File: src/rtl/arb_pkg.sv
`default_nettype none
// ============================================================================
//  Module      : arb_pkg
//  Description : Shared types, constants and helpers for the shared-channel
//                arbiters (round-robin grant FSM and priority picker).
//  Revision    : 1.0  initial release
// ============================================================================
package arb_pkg;

    typedef enum logic [1:0] {
        IDLE = 2'd0,
        ADDR = 2'd1,
        DATA = 2'd2
    } arb_state_e;

    localparam int DEFAULT_MASTERS = 2;

    // Upper bound on requesters supported by onehot(); the index width matches.
    localparam int MAX_MASTERS = 32;
    localparam int IDX_W       = 5;

    // One-hot decode of a binary master index.
    function automatic logic [MAX_MASTERS-1:0] onehot(input logic [IDX_W-1:0] idx);
        logic [MAX_MASTERS-1:0] v;
        v      = '0;
        v[idx] = 1'b1;
        return v;
    endfunction

endpackage
`default_nettype wire

File: src/rtl/rr_pick.sv
`default_nettype none
// ============================================================================
//  Module      : rr_pick
//  Description : Combinational rotate-priority picker. Returns the first set
//                request found searching upward from ptr with wrap-around.
//  Revision    : 1.0  initial release
// ============================================================================
module rr_pick #(
    parameter int MASTERS = 2,
    parameter int ID_W    = 1
) (
    input  logic [MASTERS-1:0] req,
    input  logic [ID_W-1:0]    ptr,
    output logic               found,
    output logic [ID_W-1:0]    idx
);

    logic [ID_W-1:0] w_cand;

    // Walk offsets from farthest to nearest so the nearest hit to ptr wins.
    always_comb begin
        found  = 1'b0;
        idx    = '0;
        w_cand = '0;
        for (int i = MASTERS - 1; i >= 0; i--) begin
            w_cand = ID_W'((int'(ptr) + i) % MASTERS);
            if (req[w_cand]) begin
                found = 1'b1;
                idx   = w_cand;
            end
        end
    end

endmodule
`default_nettype wire

File: src/rtl/axi_rr_arbiter.sv
`default_nettype none
// ============================================================================
//  Module      : axi_rr_arbiter
//  Description : Round-robin transaction arbiter for one shared AXI channel
//                group. Holds a one-hot grant from address handshake through
//                the final data/response beat, then rotates priority.
//                Optional watchdog: define ARB_WATCHDOG_EN to force release of
//                a grant held for TIMEOUT cycles.
//  Revision    : 1.0  initial release
// ============================================================================
module axi_rr_arbiter
    import arb_pkg::*;
#(
    parameter  int MASTERS = DEFAULT_MASTERS,
    parameter  int TIMEOUT = 255,
    localparam int ID_W    = (MASTERS > 1) ? $clog2(MASTERS) : 1
) (
    input  logic               clk,
    input  logic               rst,
    input  logic [MASTERS-1:0] req,
    input  logic               addr_ready,
    input  logic               done,
    output logic [MASTERS-1:0] sel,
    output logic [ID_W-1:0]    grant_id,
    output logic               busy,
    output logic               timeout
);

    localparam logic [ID_W-1:0] c_last_id = ID_W'(MASTERS - 1);

    arb_state_e         r_state;
    arb_state_e         w_state_nxt;
    logic [MASTERS-1:0] r_sel;
    logic [MASTERS-1:0] w_sel_nxt;
    logic [ID_W-1:0]    r_grant_id;
    logic [ID_W-1:0]    w_grant_id_nxt;
    logic [ID_W-1:0]    r_ptr;
    logic [ID_W-1:0]    w_ptr_nxt;
    logic               w_release;
    logic               w_found;
    logic [ID_W-1:0]    w_pick_idx;
    logic [MASTERS-1:0] w_pick_oh;

    rr_pick #(
        .MASTERS (MASTERS),
        .ID_W    (ID_W)
    ) u_pick (
        .req   (req),
        .ptr   (r_ptr),
        .found (w_found),
        .idx   (w_pick_idx)
    );

    assign w_pick_oh = MASTERS'(onehot(IDX_W'(w_pick_idx)));

`ifdef ARB_WATCHDOG_EN
    localparam int              c_cnt_w    = $clog2(TIMEOUT + 1);
    localparam logic [c_cnt_w-1:0] c_cnt_last = c_cnt_w'(TIMEOUT - 1);

    logic [c_cnt_w-1:0] r_cnt;
    logic [c_cnt_w-1:0] w_cnt_nxt;
    logic               r_timeout;
    logic               w_timeout_nxt;
`endif

    // Next-state and next-grant decode; defaults hold the current grant.
    always_comb begin
        w_state_nxt    = r_state;
        w_sel_nxt      = r_sel;
        w_grant_id_nxt = r_grant_id;
        w_ptr_nxt      = r_ptr;
        w_release      = 1'b0;

        case (r_state)
            IDLE: begin
                if (w_found) begin
                    w_state_nxt    = ADDR;
                    w_sel_nxt      = w_pick_oh;
                    w_grant_id_nxt = w_pick_idx;
                end else begin
                    w_sel_nxt      = '0;
                    w_grant_id_nxt = '0;
                end
            end
            // A withdrawn VALID is not a release: keep waiting for the handshake.
            ADDR: begin
                if (req[r_grant_id] && addr_ready) begin
                    w_state_nxt = DATA;
                end
            end
            DATA: begin
                if (done) begin
                    w_release = 1'b1;
                end
            end
            default: begin
                w_state_nxt = IDLE;
                w_sel_nxt   = '0;
            end
        endcase

`ifdef ARB_WATCHDOG_EN
        // Counter sits at zero in IDLE so it starts fresh on entry to ADDR.
        w_cnt_nxt     = r_cnt;
        w_timeout_nxt = 1'b0;
        if (r_state == IDLE) begin
            w_cnt_nxt = '0;
        end else if (!w_release) begin
            if (r_cnt == c_cnt_last) begin
                w_release     = 1'b1;
                w_timeout_nxt = 1'b1;
            end else begin
                w_cnt_nxt = r_cnt + 1'b1;
            end
        end
`endif

        // Release drops the grant and hands top priority to the next master.
        if (w_release) begin
            w_state_nxt    = IDLE;
            w_sel_nxt      = '0;
            w_grant_id_nxt = '0;
            w_ptr_nxt      = (r_grant_id == c_last_id) ? '0 : r_grant_id + 1'b1;
        end
    end

    // State, grant and priority pointer registers.
    always_ff @(posedge clk) begin
        if (rst) begin
            r_state    <= IDLE;
            r_sel      <= '0;
            r_grant_id <= '0;
            r_ptr      <= '0;
        end else begin
            r_state    <= w_state_nxt;
            r_sel      <= w_sel_nxt;
            r_grant_id <= w_grant_id_nxt;
            r_ptr      <= w_ptr_nxt;
        end
    end

`ifdef ARB_WATCHDOG_EN
    // Watchdog counter and one-cycle release pulse.
    always_ff @(posedge clk) begin
        if (rst) begin
            r_cnt     <= '0;
            r_timeout <= 1'b0;
        end else begin
            r_cnt     <= w_cnt_nxt;
            r_timeout <= w_timeout_nxt;
        end
    end

    assign timeout = r_timeout;
`else
    assign timeout = 1'b0;
`endif

    assign sel      = r_sel;
    assign grant_id = r_grant_id;
    assign busy     = (r_state == ADDR) || (r_state == DATA);

    // The mux downstream relies on never seeing two selects at once.
    a_sel_onehot0 : assert property (@(posedge clk) $onehot0(r_sel));

    // Parameter sanity: picker decode range and a non-zero watchdog limit.
    a_param_range : assert property (@(posedge clk)
        (MASTERS >= 1) && (MASTERS <= MAX_MASTERS) && (TIMEOUT >= 1));

endmodule
`default_nettype wire

File: config.mk
export PLATFORM = sky130hd
export DESIGN_NAME = axi_rr_arbiter
export DESIGN_NICKNAME = d
export VERILOG_FILES = /design/src/rtl/arb_pkg.sv /design/src/rtl/rr_pick.sv /design/src/rtl/axi_rr_arbiter.sv
export SDC_FILE = /design/constraint.sdc
export NUM_CORES = 1
export LEC_CHECK = 0
export CAP_MARGIN = 20
export CORE_AREA = 5 5 42 44
export CTS_BUF_LIST = sky130_fd_sc_hd__clkbuf_4
export DETAILED_ROUTE_END_ITERATION = 6
export DIE_AREA = 0 0 47 49
export GPL_TIMING_DRIVEN = 0
export PLACE_DENSITY = 0.55
export SETUP_SLACK_MARGIN = 0.4
export SLEW_MARGIN = 20
export SYNTH_ARGS = -nofsm -noshare
export SYNTH_HDL_FRONTEND = slang
export SYNTH_SLANG_ARGS = --single-unit
File: constraint.sdc
create_clock -name clk -period 2.54 [get_ports clk]
set_input_delay 0.762 -clock clk [delete_from_list [all_inputs] [get_ports clk]]
set_output_delay 0.762 -clock clk [all_outputs]
set_load 0.02 [all_outputs]
==> impl_metrics.csv <==
group,metric,value,unit
timing,worst_slack,0.5355,ns
floorplan,core,1401,µm²
setup_path,crit_chain,"clkdlybuf4s50_1",
floorplan,dieArea,2303,µm²
setup_path,cp-end-kind,"output pin",
synth,syn_area_per_cell,9.333,µm²
worst_hold_path,hp-start,"sel[0]",
drt,drt_iter0_markers,7,
cells_and_area,postLayoutCoreUtil,33.75,%
setup_path,setup.worst_path.start,"grant_id",
cells_and_area,drive_above_1_share,18.37,%
setup_path,critical-path-slowest-cell,"clkdlybuf4s50_1",
global_routing,grt_pass1_wl,1124,µm
cells_and_area,multi_input_comb_area,210.2,µm²
drt,drcViolationCount,0,
timing,rsz0062_at_grt,"false",
floorplan,die_h,49,µm
timing,finalSetupViolCount,0,
drt,vias,285,
timing,min_period,2.004,ns
synth,syn-num-nets,46,
drt,post_drt_wl_per_cell,10.65,µm
cells_and_area,insertedDiodeCount,0,
setup_path,critPathBufInv,1,
clocking,clk_pin_slew,0.05,ns
synth,synth-seq-cells,6,
clocking,cts_sinks,6,
timing,skew,0.002744,ns
cells_and_area,fin_nets,60,
setup_path,r2r_start,"r_state[0]",
clocking,clk_path_buf_depth,2,
timing,slew_viol_final,0,
setup_path,worstPathRequired,1.78,ns
synth,yosys.cell_types.count,19,
clocking,post_cts_buffers,0,
placed_design,placed_cell_area,455.4,µm²
setup_path,crit_family,"buffers and inverters",
setup_path,path_class,"reg -> out",
setup_path,cp.arrival,1.24,ns
floorplan,die_width,47,µm
global_routing,antenna_found_initial,0,
placed_design,port_buffers,9,
global_routing,grtUsageTotal,7.339,%
timing,timing.hold.ws,0.4570,ns
synth,syn-cell-area,345.3,µm²
synth,synth_warnings,0,
cells_and_area,stdcell_count,65,
floorplan,num_rows,14,
clocking,cts_tree,"yes",
placed_design,gp_congestion,0.7492,
placed_design,hpwl,516.1,µm
global_routing,grt_pass1_vias,262,
drt,drtAntennaViolNets,0,
setup_path,slowest_delay,0.63,ns
floorplan,boundaryPins,11,
job,cap_violations,0,
placed_design,placedCellCount,62,
drt,finalWirelength,692,µm
drt,viasPerCell,4.385,
global_routing,grt_overflow,0,
clocking,htreeDepth,1,
clocking,clock_latency,0.24,ns
synth,yosys-top-cells-area,"dfxtp_1 (35%), ha_1 (11%), a21oi_1 (5.8%), mux2i_1 (5.8%), nand2_1 (5.4%)",
synth,syn_inst,37,
synth,synth_top_area_cell,"dfxtp_1",
synth,ys_seq_area_share,34.78,%
clocking,cts_buffers,3,
global_routing,grt_max_degree,8,
cells_and_area,area_growth,36.96,%
power_and_ir_drop,cellLeakagePower,0.1927,nW
synth,synth_top_cell_area_share,34.78,%
status,status,"complete, no violations",
timing,hold_viol_final,0,
power_and_ir_drop,vdd_ir_drop_max,450.0,µV
power_and_ir_drop,p_total,413.0,µW
worst_hold_path,hold_class,"reg -> reg",
drt,drt-pass1-iter-count,4,
cells_and_area,fin_area,473.0,µm²
setup_path,crit_fanout,4,
cells_and_area,final-seq-area,120.1,µm²
power_and_ir_drop,powerDensity,873.2,nW/µm²
clocking,cts-resized-gates,1,
timing,clock.fmax,498.9,MHz
timing,tns,0,ns
clocking,hold_buffers,0,
timing,post-route-period-util,78.92,%
floorplan,start_util,24.64,%
setup_path,start_kind,"flip-flop",
placed_design,pre_cts_ws,0.4004,ns
cells_and_area,fillerInstances,158,
clocking,root_buffer,"clkbuf_4",
[cells in the mapped netlist, drive strengths merged]
master  instances
a311oi          1
a31oi           1
nand2b          2
o311a           1
dfxtp           6
nand4b          2
and2b           1
ha              3
inv             2
o21ai           1
nor3b           1
o32ai           1
conb            1
a21o            1
a21oi           4
mux2i           2
buf             1
nor2            1
nand2           5
[cells by family (layout without fill, tap and decap cells)]
family,after synthesis,count (layout),synth area share (%)
other,1,1,1.086
adders and majority gates,3,3,10.87
AOI/OAI and AO/OA,10,10,21.74
DFF,6,6,34.78
muxes,2,2,5.797
and+or+nand+nor,12,12,21.38
buffers and inverters,3,15,4.349
[power by group]
group,switching [mW],internal [mW]
combinational,0.101,0.0954
clock,0.0329,0.0534
sequential,0.0145,0.116
total,0.148,0.265
[metal layers]
metal  wire length, µm  vias to the layer above  share of wire (%)  track usage (%)
li1                  -                      158                  -                -
met1               357                      118                 52            9.071
met2               282                        9                 41            8.371
met3                52                        0                7.5            6.273
met4                 0                        0                  0            4.147
met5                 0                        -                  0                0
[final timing paths]
| kind | endpoint | slack, ns | cells after the start |
|---|---|---|---|
| worst min register to register | sel[0] | 0.46 | 2 |
| worst max register to register | r_state[0] | 1.17 | 5 |
| worst min-delay path | sel[0] | 0.46 | 2 |
| worst max-delay path | grant_id | 0.54 | 1 |
[layout make-up]
cell class	count	share of cell area [%]
multi-input combinational	28	44.44
sequential	6	25.40
timing repair buffer	9	17.99
clock buffer	3	4.762
tap	16	4.233
buffer	1	1.587
inverter	2	1.587
[sequential cells by signal, summed over array words and instances, names as in the netlist]
signal,cells
r_state,2
sel,2
r_ptr,1
grant_id,1
[placed cells by master (no fill, tap or decap)]
cell / count
clkdlybuf4s50_1: 8
dfxtp_1: 6
nand2_1: 5
a21oi_1: 4
ha_1: 3
clkbuf_4: 3
inv_1: 2
nand2b_1: 2
mux2i_1: 2
nand4b_1: 2
nor3b_2: 1
o32ai_2: 1
o21ai_0: 1
o311a_2: 1
a21o_1: 1
and2b_2: 1
a31oi_1: 1
nor2_1: 1
a311oi_1: 1
buf_4: 1
conb_1: 1
clkbuf_2: 1
Power figures use the tool's default switching activity.
